**src/rtl/clocked_bus_memory.sv**
```systemverilog
// -----------------------------------------------------------------------------
// clocked_bus_memory
//
// Single-clock bus slave in front of on-chip word storage. A bus master raises
// a request strobe (latch) together with an access direction (RW), an address
// and write data. The block captures the request, waits a programmable number
// of wait states, performs the read or write, and answers with a one-cycle
// ready pulse. An out-of-range address yields an err pulse alongside ready.
// After reset the block can optionally zero the whole array, one word per
// cycle, before it accepts requests.
//
// Ports:
//   clk         in   system clock, rising edge
//   rst_n       in   asynchronous active-low reset
//   latch       in   request strobe, polarity set by POL_LATCH
//   RW          in   access direction, polarity set by POL_RW (internal 1 = read)
//   addIn       in   access address [ADDR_SIZE]
//   DataBusIn   in   write data [DATA_SIZE]
//   DataBusOut  out  registered read data, held until the next read completes
//   ready       out  one-cycle completion pulse
//   busy        out  high whenever the controller is not idle
//   err         out  one-cycle pulse with ready when the address is out of range
// -----------------------------------------------------------------------------
module clocked_bus_memory #(
  parameter int DATA_SIZE      = 8,
  parameter int ADDR_SIZE      = 7,
  parameter int MEMORY_SIZE    = 90,
  parameter int POL_LATCH      = 1,
  parameter int POL_RW         = 1,
  parameter int WAIT_STATES    = 0,
  parameter int CLEAR_ON_RESET = 1
) (
  input  logic                 clk,
  input  logic                 rst_n,
  input  logic                 latch,
  input  logic                 RW,
  input  logic [ADDR_SIZE-1:0] addIn,
  input  logic [DATA_SIZE-1:0] DataBusIn,
  output logic [DATA_SIZE-1:0] DataBusOut,
  output logic                 ready,
  output logic                 busy,
  output logic                 err
);

  typedef enum logic [1:0] {
    ST_INIT,
    ST_IDLE,
    ST_WAIT,
    ST_ACCESS
  } state_t;

  localparam state_t               RESET_STATE = (CLEAR_ON_RESET != 0) ? ST_INIT : ST_IDLE;
  localparam logic                 POL_L       = (POL_LATCH != 0);
  localparam logic                 POL_D       = (POL_RW != 0);
  // The counter is loaded with WAIT_STATES-1 so that ACCESS follows exactly
  // WAIT_STATES cycles spent in WAIT.
  localparam logic [3:0]           WAIT_LOAD   = (WAIT_STATES > 0) ? 4'(WAIT_STATES - 1) : 4'd0;
  // One extra bit so that MEMORY_SIZE == 2^ADDR_SIZE still fits the compare.
  localparam logic [ADDR_SIZE:0]   MEM_LIMIT   = (ADDR_SIZE + 1)'(MEMORY_SIZE);
  localparam logic [ADDR_SIZE-1:0] LAST_ADDR   = ADDR_SIZE'(MEMORY_SIZE - 1);

  state_t state;
  state_t next_state;

  logic                 ilatch;
  logic                 irw;
  logic                 latch_q;
  logic                 request;

  logic [3:0]           wait_cnt;
  logic [ADDR_SIZE-1:0] clr_ptr;

  logic [ADDR_SIZE-1:0] hold_addr;
  logic [DATA_SIZE-1:0] hold_data;
  logic                 hold_read;
  logic                 in_range;

  logic                 clear_en;
  logic                 capture_en;
  logic                 access_en;

  logic                 mem_we;
  logic [ADDR_SIZE-1:0] mem_waddr;
  logic [DATA_SIZE-1:0] mem_wdata;

  logic [DATA_SIZE-1:0] mem [MEMORY_SIZE];

  // Polarity normalisation: after this point 1 means "strobe active" and
  // "read" regardless of how the bus master drives the pins.
  assign ilatch  = ~(latch ^ POL_L);
  assign irw     = ~(RW ^ POL_D);

  // A request is the inactive-to-active transition of the normalised strobe.
  // latch_q resets to 1 so a strobe held active through reset is not a request.
  assign request = ilatch & ~latch_q;

  assign in_range = ({1'b0, hold_addr} < MEM_LIMIT);

  // State register.
  always_ff @(posedge clk or negedge rst_n) begin
    if (!rst_n) begin
      state <= RESET_STATE;
    end else begin
      state <= next_state;
    end
  end

  // Next-state logic.
  always_comb begin
    next_state = state;
    case (state)
      ST_INIT: begin
        if (clr_ptr == LAST_ADDR) begin
          next_state = ST_IDLE;
        end
      end
      ST_IDLE: begin
        if (request) begin
          next_state = (WAIT_STATES > 0) ? ST_WAIT : ST_ACCESS;
        end
      end
      ST_WAIT: begin
        if (wait_cnt == 4'd0) begin
          next_state = ST_ACCESS;
        end
      end
      ST_ACCESS: begin
        next_state = ST_IDLE;
      end
      default: begin
        next_state = RESET_STATE;
      end
    endcase
  end

  // Per-state control strobes. Requests are only looked at in IDLE, which is
  // what makes strobes during INIT, WAIT and ACCESS disappear.
  always_comb begin
    busy       = 1'b1;
    clear_en   = 1'b0;
    capture_en = 1'b0;
    access_en  = 1'b0;
    case (state)
      ST_INIT: begin
        clear_en = 1'b1;
      end
      ST_IDLE: begin
        busy       = 1'b0;
        capture_en = request;
      end
      ST_WAIT: begin
        busy = 1'b1;
      end
      ST_ACCESS: begin
        access_en = 1'b1;
      end
      default: begin
        busy = 1'b1;
      end
    endcase
  end

  // Edge detector, clear pointer, wait counter and request holding registers.
  // The holding registers freeze the request at accept time so later bus
  // activity cannot disturb an access in flight.
  always_ff @(posedge clk or negedge rst_n) begin
    if (!rst_n) begin
      latch_q   <= 1'b1;
      wait_cnt  <= '0;
      clr_ptr   <= '0;
      hold_addr <= '0;
      hold_data <= '0;
      hold_read <= 1'b0;
    end else begin
      latch_q <= ilatch;

      if (clear_en) begin
        clr_ptr <= (clr_ptr == LAST_ADDR) ? '0 : clr_ptr + ADDR_SIZE'(1);
      end

      if (capture_en) begin
        hold_addr <= addIn;
        hold_data <= DataBusIn;
        hold_read <= irw;
        wait_cnt  <= WAIT_LOAD;
      end else if ((state == ST_WAIT) && (wait_cnt != 4'd0)) begin
        wait_cnt <= wait_cnt - 4'd1;
      end
    end
  end

  // The single write port is shared between the post-reset clear sweep and
  // in-range write accesses; the two never overlap in time.
  assign mem_we    = clear_en | (access_en & ~hold_read & in_range);
  assign mem_waddr = clear_en ? clr_ptr : hold_addr;
  assign mem_wdata = clear_en ? '0 : hold_data;

  // Storage has no reset; only the clear sweep initialises it.
  always_ff @(posedge clk) begin
    if (mem_we) begin
      mem[mem_waddr] <= mem_wdata;
    end
  end

  // Registered response. DataBusOut only changes on a completed read; an
  // out-of-range read returns zero instead of touching the array.
  always_ff @(posedge clk or negedge rst_n) begin
    if (!rst_n) begin
      DataBusOut <= '0;
      ready      <= 1'b0;
      err        <= 1'b0;
    end else begin
      ready <= access_en;
      err   <= access_en & ~in_range;
      if (access_en && hold_read) begin
        DataBusOut <= in_range ? mem[hold_addr] : '0;
      end
    end
  end

endmodule

```
**config.mk**
```make
export PLATFORM = sky130hd
export DESIGN_NAME = clocked_bus_memory
export DESIGN_NICKNAME = d
export VERILOG_FILES = /design/src/rtl/clocked_bus_memory.sv
export SDC_FILE = /design/constraint.sdc
export NUM_CORES = 1
export LEC_CHECK = 0
export CAP_MARGIN = 20
export CORE_AREA = 5 5 251 253
export DETAILED_ROUTE_END_ITERATION = 12
export DIE_AREA = 0 0 256 258
export HOLD_SLACK_MARGIN = 0.15
export PLACE_DENSITY_LB_ADDON = 0.05
export SLEW_MARGIN = 20
export SYNTH_ARGS = -nofsm -noshare
export SYNTH_HDL_FRONTEND = slang
export SYNTH_SLANG_ARGS = --single-unit
```
**constraint.sdc**
```tcl
create_clock -name clk -period 7.7 [get_ports clk]
set_input_delay 1.155 -clock clk [delete_from_list [all_inputs] [get_ports clk]]
set_output_delay 1.155 -clock clk [all_outputs]
set_load 0.05 [all_outputs]
```
==> flow_summary_export.csv, run 1 <==
group,metric,value,unit
run_status,outcome,"completed",
die,die_height,258,microns
setup_path,crit_fanout,34,
detailed_routing,wl,70700,microns
place,dp_cells,2234,
sta,setup_viol,0,
synth,async_reset_ff_frac,0.0526,
setup_path,startpoint_type,"flip-flop",
clocking,cts.sinks,760,
synth,syn_inst,1473,
place,place.port_buffers,29,
place,dp_hpwl,42200,microns
layout,nFillCells,4674,
power,p_leak,10.7,nW
detailed_routing,drt_iter0_markers,1295,
clocking,cts.clk_slew.worst_paths,0.06,ns
die,dieArea,66000,sq um
clocking,htree_levels,3,
detailed_routing,drtAntennaViolNets,0,
layout,drive_above_1_share,0.211,
sta,fin_crit,4.24,ns
die,num_rows,91,
global_route,track_usage,0.213,
sta,fmax,236,MHz
detailed_routing,firstDrtPassIters,7,
clocking,holdBufCountCts,0,
setup_path,endpoint_kind,"flip-flop",
run,drv_cap,0,
clocking,cts-buffers-inserted,78,
synth,ys_ff_latch,760,
clocking,tritoncts,"built",
layout,final_common_cell,"edfxtp_1",
detailed_routing,drc_errors,0,
clocking,cts_setup_buffers,0,
setup_path,path_class,"flip-flop to flip-flop",
sta,fin_setup_tns,0,ns
clocking,cts-root-buf,"clkbuf_16",
layout,area_delta_synth_final,12.4,%
synth,syn_avg_cell_area,20.3,sq um
setup_path,required,7.93,ns
die,start_util,0.493,
synth,synth-edff-count,720,
global_route,grt_pass1_vias,14700,
clocking,cts_buffer_depth,3,
sta,drv_slew,0,
die,die_x,256,microns
min_path,min_path_type,"flip-flop to flip-flop",
synth,synth_cell_type_count,51,
global_route,grt_antenna_before_repair,2,
die,io_pins,30,
synth,ys_warn_count,0,
power,peakVddDrop,0.362,mV
clocking,cts_resized,0,
sta,skew,0.0255,ns
sta,timing.final.crit_share,0.551,
synth,netlist_area,30000,sq um
sta,max_slew.worst_pin.slew,1.07,ns
global_route,grt_max_degree,79,
synth,synth_seq_area_share,0.755,
layout,finalNonFillerCells,2381,
layout,layout_common_cells,"edfxtp_1 (720), mux4_2 (150), nor2_1 (100), clkbuf_16 (81), mux2i_1 (80)",
sta,finalHoldViolCount,0,
power,p_total,12.9,mW
layout,diodes,0,
clocking,insertion_delay,0.62,ns
global_route,grt_pass1_wl,102000,microns
global_route,overflow,0,
setup_path,cp.arrival,4.47,ns
layout,finalNetCount,1554,
detailed_routing,vias_per_cell,6.07,
die,core_area,60800,sq um
place,gp_congestion,0.875,
detailed_routing,via_count,14500,
detailed_routing,wl_per_cell,29.7,microns
sta,rsz0062_at_grt,"no",
power,power.density,383,nW/um^2
synth,synth_nets,1499,
sta,relSlewSlack,0.280,
synth,synthFlopType,"edfxtp_1",
[stage by stage]
step           worst slack, ns  area, sq um   util  hold slack, ns
2_1_floorplan             3.47        30000      -           0.473
3_3_place_gp              3.52        31000  0.510           0.500
3_5_place_dp              3.44        31000  0.510           0.502
4_1_cts                   3.42        33600  0.552           0.521
5_1_grt                   3.20        33700  0.554           0.537
6_report                  3.46        33700  0.554           0.515
[cell usage after synthesis (2+ instances only)]
cell,instances,share of area
edfxtp_1,720,0.72
mux4_2,150,0.11
nor2_1,101,0.013
mux2i_1,80,0.027
nand2_1,51,0.0064
dfrtp_1,39,0.033
mux2_2,30,0.011
clkbuf_1,28,0.0035
o21ai_0,28,0.0047
buf_2,27,0.0045
a221oi_1,24,0.0070
a21oi_1,18,0.0030
a22oi_1,16,0.0040
buf_4,12,0.0030
nor2b_1,12,0.0025
or3_1,11,0.0023
inv_1,10,0.0013
mux4_1,10,0.0088
o22ai_1,10,0.0021
o211a_1,9,0.0030
a221o_1,8,0.0027
a32oi_1,8,0.0023
o211ai_1,8,0.0020
ha_1,7,0.0029
nand2b_1,7,0.0015
nor3_1,5,0.00083
buf_1,4,0.00050
buf_6,4,0.0015
buf_8,3,0.0015
xor2_1,3,0.00088
a32o_1,2,0.00067
and2_1,2,0.00042
and3_1,2,0.00042
buf_12,2,0.0013
nand3_1,2,0.00033
nor3b_1,2,0.00050
o2bb2ai_1,2,0.00058
o31ai_1,2,0.00050
o32ai_1,2,0.00058
[cell families after synthesis]
kind of cell,synth area share
flip-flops,0.755
multiplexers,0.159
AND/OR/NAND/NOR,0.0284
AO/OA/AOI/OAI,0.0356
buffers and inverters,0.0175
adder cells (fa/ha/maj),0.00292
XOR/XNOR,0.00117
[area by class of cell]
cell class	count	area, sq um	area share
clock inverter	39	427	0.0127
tap	790	988	0.0293
sequential	760	22600	0.672
multi-input combinational	621	6890	0.205
timing repair buffer	56	571	0.0169
clock buffer	104	2140	0.0636
inverter	11	41.3	0.00123
[where the power goes]
group / switching (mW) / total [mW] / internal, mW
registers: 0.206 / 5.45 / 5.24
logic: 2.31 / 3.68 / 1.36
clock network: 1.53 / 3.79 / 2.26
total: 4.05 / 12.9 / 8.87
[path summary, 6_finish.rpt]
check                      slack, ns                  endpoint  cells past startpoint                     start
min                             0.52  hold_data[7]$_DFFE_PN0P_                      1  hold_data[7]$_DFFE_PN0P_
max                             3.46      mem[33][2]$_DFFE_PP_                      6      state[0]$_DFFE_PN0P_
min in group asynchronous       0.54  hold_data[5]$_DFFE_PN0P_                      1                     rst_n
max reg2reg                     3.46      mem[33][2]$_DFFE_PP_                      6      state[0]$_DFFE_PN0P_
max in group asynchronous       6.74  hold_addr[1]$_DFFE_PN0P_                      1                     rst_n
min reg2reg                     0.52  hold_data[7]$_DFFE_PN0P_                      1  hold_data[7]$_DFFE_PN0P_
[worst max-delay path, stage by stage (launching register included)]
cell      delay (ns)
dfrtp_1         0.40
inv_1           0.12
ha_2            0.80
clkinv_1        0.50
o31ai_1         0.43
nand2_1         0.70
nor2_1          0.90
[flip-flops by register name, summed over array words and instances, names as in the netlist, 2 cells and up]
signal,flops
mem,720
DataBusOut,8
hold_data,8
clr_ptr,7
hold_addr,7
wait_cnt,4
state,2
[layer usage]
metal,vias up,GRT usage,share of wire
met5,-,0,0.00018
met4,2,0.0637,0.025
met3,100,0.0415,0.070
met2,557,0.333,0.47
met1,7615,0.311,0.43
li1,6187,-,-
No activity file was read; power rests on OpenSTA's default activity.
==> inputs of run 2 (changes only) <==
clock period = 3.9 ns   (was 7.7 ns; I/O delays follow)
==> run 2 against run 1 <==
Net effect:
- clock skew shrank 0.0061 ns
- clock power rose by 86%
- die area is the same
- sequential share of layout area decreased by 0.90 points
- cell count grew 3.2%
- global-route usage fell by 0.73 points
- maximum frequency is 33% higher
- critical path depth up 1
- largest power group unchanged
- critical path type unchanged
- first-iteration DRC count unchanged
- via count increased by 1.0%
- wire length fell by 3.2%
==> flow_summary_export.csv, run 2 (synthesis gave the netlist of run 1 again) <==
group,metric,value,unit
sta,whs,0.398,ns
sta,fin_setup_tns,0,ns
detailed_routing,firstDrtPassIters,5,
layout,finalNetCount,1635,
global_route,grt_antenna_before_repair,0,
global_route,grt_pass1_vias,15000,
power,power.density,732,nW/um^2
die,start_util,0.493,
layout,largest_registers,"mem x720, DataBusOut x8, hold_data x8",
clocking,cts_setup_buffers,0,
setup_path,required,4.14,ns
layout,nFillCells,4641,
setup_path,crit_fanout,15,
clocking,cts-root-buf,"clkbuf_16",
layout,final_core_util,0.562,
sta,skew,0.0194,ns
sta,rsz0062_at_grt,"no",
run_status,outcome,"completed",
setup_path,cp.arrival,3.42,ns
power,p_leak,11.0,nW
sta,setup_viol,0,
setup_path,r2r-start,"state[0]$_DFFE_PN0P_",
detailed_routing,drc_errors,0,
clocking,cts_resized,0,
layout,layout_common_cells,"edfxtp_1 (720), mux4_2 (150), nor2_1 (100), buf_4 (100), clkbuf_16 (82)",
global_route,track_usage,0.206,
die,die_height,258,microns
clocking,tritoncts,"built",
sta,fin_crit,3.19,ns
sta,drv_slew,0,
sta,timing.final.crit_share,0.817,
sta,relSlewSlack,0.297,
sta,max_slew.worst_pin.slew,1.05,ns
setup_path,r2r_end,"mem[47][5]$_DFFE_PP_",
setup_path,r2r_setup_slack,0.71,ns
clocking,cts-buffers-inserted,78,
detailed_routing,vias_per_cell,5.94,
die,dieArea,66000,sq um
die,die_x,256,microns
setup_path,startpoint_type,"flip-flop",
layout,drive_above_1_share,0.242,
layout,diodes,0,
detailed_routing,drtAntennaViolNets,0,
power,p_total,25.0,mW
setup_path,path_class,"flip-flop to flip-flop",
die,num_rows,91,
power,peakVddDrop,0.949,mV
die,io_pins,30,
clocking,cts_buffer_depth,3,
global_route,grt_pass1_wl,101000,microns
place,dp_hpwl,41500,microns
clocking,cts.sinks,760,
place,dp_cells,2317,
layout,final_common_cell,"edfxtp_1",
place,gp_congestion,0.806,
sta,finalHoldViolCount,0,
setup_path,ff2ff_path_depth,7,
layout,finalNonFillerCells,2458,
detailed_routing,wl,68400,microns
place,place.port_buffers,29,
clocking,cts.clk_slew.worst_paths,0.06,ns
detailed_routing,via_count,14600,
clocking,htree_levels,3,
layout,largest_reg_flops,720,
global_route,overflow,0,
clocking,insertion_delay,0.62,ns
sta,fmax,314,MHz
detailed_routing,wl_per_cell,27.8,microns
layout,area_delta_synth_final,14.0,%
die,core_area,60800,sq um
global_route,grt_max_degree,134,
run,drv_cap,0,
layout,regMostFlops,"mem",
detailed_routing,drt_iter0_markers,1295,
min_path,min_path_type,"input pin to asynchronous set/reset pin",
setup_path,endpoint_kind,"flip-flop",
-- run 2: changes by cell type in the layout (fill, tap and decap cells not counted), sizes merged --
cell / before / now
clkbuf: 104 / 103
buf: 28 / 108
dlygate4sd3: 0 / 1
inv: 14 / 12
bufinv: 9 / 4
clkinv: 27 / 31
-- run 2: what timing repair did --
item                                    4_1_cts  5_1_grt
hold buffers                                  1        0
hold endpoints to repair                     39        0
endpoints found under the setup margin        0        0
-- run 2: layout make-up --
cell class | count | area, sq um | share of cell area
sequential | 760 | 22600 | 0.663
multi-input combinational | 621 | 6890 | 0.202
clock inverter | 36 | 274 | 0.00802
clock buffer | 103 | 2140 | 0.0627
timing repair buffer | 137 | 1190 | 0.0347
inverter | 11 | 41.3 | 0.00121
tap | 790 | 988 | 0.0289
-- run 2: metrics by stage --
stage               cell area, sq um  worst slack [ns]
detailed placement             31700             0.723
global route                   34200             0.481
finish                         34200             0.712
floorplan                      30000            -0.328
global placement               31700             0.615
CTS                            34100             0.698
-- run 2: per-layer routing --
| layer | share of wire | global-route usage | wire length, microns |
|---|---|---|---|
| met5 | 0 | 0 | 0 |
| met4 | 0.026 | 0.0612 | 1790 |
| met3 | 0.067 | 0.0387 | 4570 |
| met2 | 0.47 | 0.321 | 32100 |
| met1 | 0.44 | 0.302 | 30000 |
-- run 2: how the worst max path moves through the flow --
stage / cells past startpoint / slack [ns] / startpoint / to
after floorplan: 6 / -0.33 / state[0]$_DFFE_PN0P_ / mem[0][0]$_DFFE_PP_
after global placement: 8 / 0.62 / state[0]$_DFFE_PN0P_ / mem[37][1]$_DFFE_PP_
after detailed placement: 7 / 0.72 / state[0]$_DFFE_PN0P_ / mem[47][4]$_DFFE_PP_
after CTS: 7 / 0.70 / state[0]$_DFFE_PN0P_ / mem[57][0]$_DFFE_PP_
after global routing: 7 / 0.48 / state[0]$_DFFE_PN0P_ / mem[47][7]$_DFFE_PP_
final: 7 / 0.71 / state[0]$_DFFE_PN0P_ / mem[47][5]$_DFFE_PP_
-- run 2: critical path: stages, from the launching register on --
cell and delay [ns]:
dfrtp_1 0.40, inv_1 0.11, ha_2 0.32, buf_4 0.26, nand2_1 0.06, o21ai_0 0.53, nand2_1 0.45, nor2_1 0.66
-- run 2: where the power goes --
part           switching [mW]  leakage (nW)  internal [mW]
clock                    2.95          1.18           4.11
sequential              0.189          6.98           10.4
combinational            4.66          2.85           2.75
total                    7.80          11.0           17.2
==> RTL edit 1, RTL diff (config.mk and constraints of run 2) <==
Put one more register stage on the output `err`, cleared by the reset. The value now appears one clock later. The other outputs are not delayed to match. Comments in the files are not updated.
--- a/src/rtl/clocked_bus_memory.sv
+++ b/src/rtl/clocked_bus_memory.sv
@@ -59,6 +59,8 @@
   localparam logic [ADDR_SIZE:0]   MEM_LIMIT   = (ADDR_SIZE + 1)'(MEMORY_SIZE);
   localparam logic [ADDR_SIZE-1:0] LAST_ADDR   = ADDR_SIZE'(MEMORY_SIZE - 1);
 
+  logic err_s0;
+
   state_t state;
   state_t next_state;
 
@@ -208,15 +210,23 @@
     if (!rst_n) begin
       DataBusOut <= '0;
       ready      <= 1'b0;
-      err        <= 1'b0;
+      err_s0     <= 1'b0;
     end else begin
       ready <= access_en;
-      err   <= access_en & ~in_range;
+      err_s0 <= access_en & ~in_range;
       if (access_en && hold_read) begin
         DataBusOut <= in_range ? mem[hold_addr] : '0;
       end
     end
   end
 
+  always_ff @(posedge clk or negedge rst_n) begin
+    if (!rst_n) begin
+      err <= '0;
+    end else begin
+      err <= err_s0;
+    end
+  end
+
 endmodule
 
Check against the original RTL: no difference found for any inputs over 10 cycles, from zero or initial values and one cycle with rst_n low; that may be too few to reach the edited logic, so the function may still have changed.
==> RTL edit 1 against run 2 <==
Worst setup slack improved by 56 ps. Combinational power fell by 1%. Die area did not move. Count of clock-buffer cells in the layout fell by 9. Sequential cell count rose by 1. Wire length rose by 1.8%. First-iteration DRC count fell by 8.0%. Power rose by 2.7%. Synthesized area barely moved. Synthesized cell count barely moved. Design area rose by 1.4%.
==> RTL edit 1: results (changes against run 2) <==
wirelength_um: 69600  # +1.8%
clockPowerShare_pct: 30.0  # +1.8 points
routed_via_density: 5.90  # -0.74%
async_reset_ff_share_pct: 5.39  # +0.12 points
clkbuf_count: 94  # -8.7%
synth.avg_cell_area_um2: 20.3  # about the same
clock_cell_area_share_pct: 7.75  # +0.68 points
gr-usage-met2_pct: 33.2  # +1.1 points
timing.reg2reg.worst_path_depth: 6  # -1
synth_compound_gate_area_share_pct: 3.56  # about the same
gp_congestion: 0.814  # +0.93%
io_buffers: 29  # unchanged
final-nonclk-buf-share_pct: 3.95  # +0.48 points
ir_drop_uv: 630  # -34%
grt_use_total_pct: 21.0  # +0.46 points
ys_seq_area_share_pct: 75.5  # about the same
grt_max_degree: 99  # -26%
grt_util_met3_pct: 3.99  # +0.12 points
clk_pin_slew_ps: 60  # about the same
period_share_pct: 80.3  # -1.4 points
drt_iter0_drc: 1192  # -8.0%
grt_pass1_vias: 15106  # +0.91%
detailedPlace.worstSlack_ps: 799  # +76.1 ps
hpwl_um: 42500  # +2.3%
powerClk_mw: 7.71  # +9.2%
wl_met1_um: 31400  # +4.8%
max_slew.worst_pin.slew_ps: 1110  # +51.2 ps
final.setup_skew_ps: 22.3  # +2.83 ps
arrival_ps: 3360  # -60 ps
place_inst: 2343  # +1.1%
p_comb_share_pct: 28.5  # -1.1 points
status: "finished clean"
regToRegSetupSlack_ps: 770  # +60 ps
critPathMaxFanout: 10  # -5
first_pass_iters: 5  # unchanged
n_fill_cell: 4626  # -0.32%
seq_share_pct: 65.4  # -0.83 points
met2_length_um: 33100  # +3.3%
n_all_buffers: 161  # +18%
min_path_type: "reg -> reg"
grt_first_pass_wirelength_um: 103000  # +2.4%
synth_nets: 1500  # +0.067%
p_leak_nw: 11.3  # +2.6%
dr_wl_met3_um: 3680  # -19%
multi_input_area_share_pct: 19.9  # -0.29 points
endpoint: "mem[41][1]"
yosys.area_share.adder_pct: 0.292  # about the same
synth_xor_area_share_pct: 0.117  # about the same
p_int_mw: 17.8  # +3.1%
nets: 1660  # +1.5%
synth.area.mux_share_pct: 15.9  # about the same
grt_use_met1_pct: 30.9  # +0.63 points
wl_per_cell_um: 28.0  # +0.58%
antenna_found_initial: 0  # unchanged
## RTL edit 1: changes by cell type in the layout (fill, tap and decap cells not counted)
cell,run 2,this run
clkinvlp_4,0,4
clkbuf_16,82,83
bufinv_16,4,10
buf_2,1,0
clkinv_1,21,10
clkbuf_1,20,7
dfrtp_1,36,37
nor3_2,1,0
clkbuf_8,1,4
buf_4,100,125
nor3_1,4,5
inv_6,2,3
clkinv_4,0,2
clkinv_2,9,20
## RTL edit 1: kinds of logic (layout without fill, tap and decap cells)
family,after synthesis,count (layout)
muxes,270,270
and+or+nand+nor,197,197
xor gates and xnor gates,4,4
AOI/OAI and AO/OA,143,143
adders and majority gates,7,7
DFF,761,761
buffers and inverters,92,315
## RTL edit 1: per-stage QoR
step	total power [mW]	util [%]	hold slack [ps]	cell area [µm²]
floorplan	15.6	-	289	30000
global placement	18.2	52.5	354	31900
detailed placement	18.3	52.5	350	31900
CTS	26.0	56.9	373	34600
global route	26.7	56.9	395	34600
finish	25.7	56.9	367	34600
==> RTL edit 2, RTL diff (flow settings as in run 2) <==
Made on the original files. The parameter `POL_RW` goes from 1 to 0. Comments in the files are not updated.
--- a/src/rtl/clocked_bus_memory.sv
+++ b/src/rtl/clocked_bus_memory.sv
@@ -26,7 +26,7 @@
   parameter int ADDR_SIZE      = 7,
   parameter int MEMORY_SIZE    = 90,
   parameter int POL_LATCH      = 1,
-  parameter int POL_RW         = 1,
+  parameter int POL_RW         = 0,
   parameter int WAIT_STATES    = 0,
   parameter int CLEAR_ON_RESET = 1
 ) (
Function: no difference found for any inputs over 10 cycles, from zero or initial values and one cycle with rst_n low; that may be too few to reach the edited logic, so the function may still have changed.
==> RTL edit 2 against run 2 <==
Wire length up 4.1%. Synthesized cell count about the same. Sequential cell count unchanged. Worst setup slack worse by 240 ps. Maximum frequency down 6.9%. Synthesized area unchanged. Design area up 0.59%. Power up 1.2%. Final cell count up 0.73%.
==> RTL edit 2: results (changes against run 2) <==
status: "finished clean"
synth_nets: 1500  # +0.067%
htree_levels: 3  # unchanged
vias: 14752  # +0.99%
wirelength_um: 71200  # +4.1%
antenna_found_initial: 1  # +1
met2_length_um: 33400  # +4.2%
drive_gt1_share_pct: 25.4  # +1.2 points
grt_first_pass_wirelength_um: 105000  # +4.4%
post_dp_cell_area_mm2: 0.0319  # +0.58%
whs_ps: 470  # +72.3 ps
arrival_ps: 3640  # +220 ps
hpwl_um: 43100  # +3.7%
n_fill_cell: 4643  # +0.043%
period_share_pct: 87.8  # +6.1 points
p_int_mw: 17.3  # +0.77%
crit_path_max_incr_delay_ps: 720  # +60 ps
final.setup_skew_ps: 19.7  # +0.258 ps
clk_pin_slew_ps: 60  # about the same
critPathMaxFanout: 14  # -1
clk_latency_ps: 600  # -20 ps
wl_met1_um: 32300  # +7.9%
grt_max_degree: 91  # -32%
detailedPlace.worstSlack_ps: 528  # -194 ps
max_slew.worst_pin.slew_ps: 1100  # +47.9 ps
ir_drop_uv: 665  # -30%
grt_use_total_pct: 21.5  # +0.92 points
dr_wl_met3_um: 3990  # -13%
nets: 1653  # +1.1%
p_leak_nw: 11.1  # +1.1%
min_path_type: "in -> reg"
gp_congestion: 0.800  # -0.72%
synth.distinct_cells: 50  # -2.0%
regToRegSetupSlack_ps: 470  # -240 ps
drt_iter0_drc: 1363  # +5.3%
synthTopCellsByArea: "edfxtp_1, mux4_2, dfrtp_1, mux2i_1, nor2_1"
synth.top_cells.by_count: "edfxtp_1, mux4_2, nor2_1"
## RTL edit 2: changes by cell type in the layout (fill, tap and decap cells not counted), sizes merged
| cell | before | now |
|---|---|---|
| a21oi | 18 | 19 |
| buf | 108 | 125 |
| bufinv | 4 | 6 |
| clkbuf | 103 | 99 |
| clkinv | 31 | 32 |
| clkinvlp | 0 | 2 |
| inv | 12 | 11 |
| mux2 | 30 | 29 |
| nor2 | 101 | 102 |
## RTL edit 2: per-stage QoR
stage	setup TNS [ps]	util (%)	power, mW	cells
3_3_place_gp	0	52.4	18.3	2336
2_1_floorplan	-236050	-	15.5	1474
6_report	0	56.5	25.3	2476
3_5_place_dp	0	52.4	18.4	2336
4_1_cts	0	56.5	25.6	2476
5_1_grt	0	56.5	26.3	2476
## RTL edit 2: final timing paths
kind	start	endpoint	cells past startpoint
worst min register to register	hold_data[1]	hold_data[1]	1
max in group asynchronous	rst_n	hold_addr[0]	2
min in group asynchronous	rst_n	DataBusOut[4]	2
worst max register to register	state[0]	mem[29][7]	6
worst min-delay path	latch	latch_q	1
worst max-delay path	state[0]	mem[29][7]	6
## RTL edit 2: layer usage
metal  vias to the layer above  GRT usage [%]
met1                      7846           32.6
met5                         -              0
met2                       443           33.2
met3                        94           3.60
met4                         0           5.49
li1                       6369              -
## RTL edit 2: worst reg2reg max path, stage by stage (launching register included)
cell and delay [ps]:
dfrtp_1 400, inv_1 120, ha_2 440, clkinv_1 350, o31ai_1 670, nand2_1 360
nor2_1 720
## RTL edit 2: cells by family after synthesis
family          Yosys count  share of synthesized area (%)
xor+xnor                  4                          0.117
fa+ha+maj                 7                          0.292
compound gates          144                           3.58
flops                   760                           75.5
mux                     269                           15.9
simple gates            198                           2.85
buf+inv                  92                           1.76
## RTL edit 2: timing repair
action | in CTS | in global routing
buffers inserted | 0 | 0
hold buffers | 1 | 0
hold endpoints to repair | 39 | 0
## RTL edit 2: power groups by stage
stage | registers (mW) | clock network [mW] | logic (mW)
2_1_floorplan | 10.8 | 0 | 4.71
3_3_place_gp | 10.7 | 0 | 7.63
3_5_place_dp | 10.7 | 0 | 7.71
4_1_cts | 10.5 | 7.38 | 7.72
5_1_grt | 10.5 | 7.73 | 8.07
6_report | 10.5 | 7.21 | 7.61
## RTL edit 2: layout make-up
| type | count | area share, % |
|---|---|---|
| Multi-Input combinational cell | 622 | 20.0 |
| Timing Repair Buffer | 154 | 3.94 |
| Tap cell | 790 | 2.88 |
| Sequential cell | 760 | 65.9 |
| Clock buffer | 99 | 6.16 |
| Clock inverter | 40 | 0.991 |
| Inverter | 11 | 0.120 |
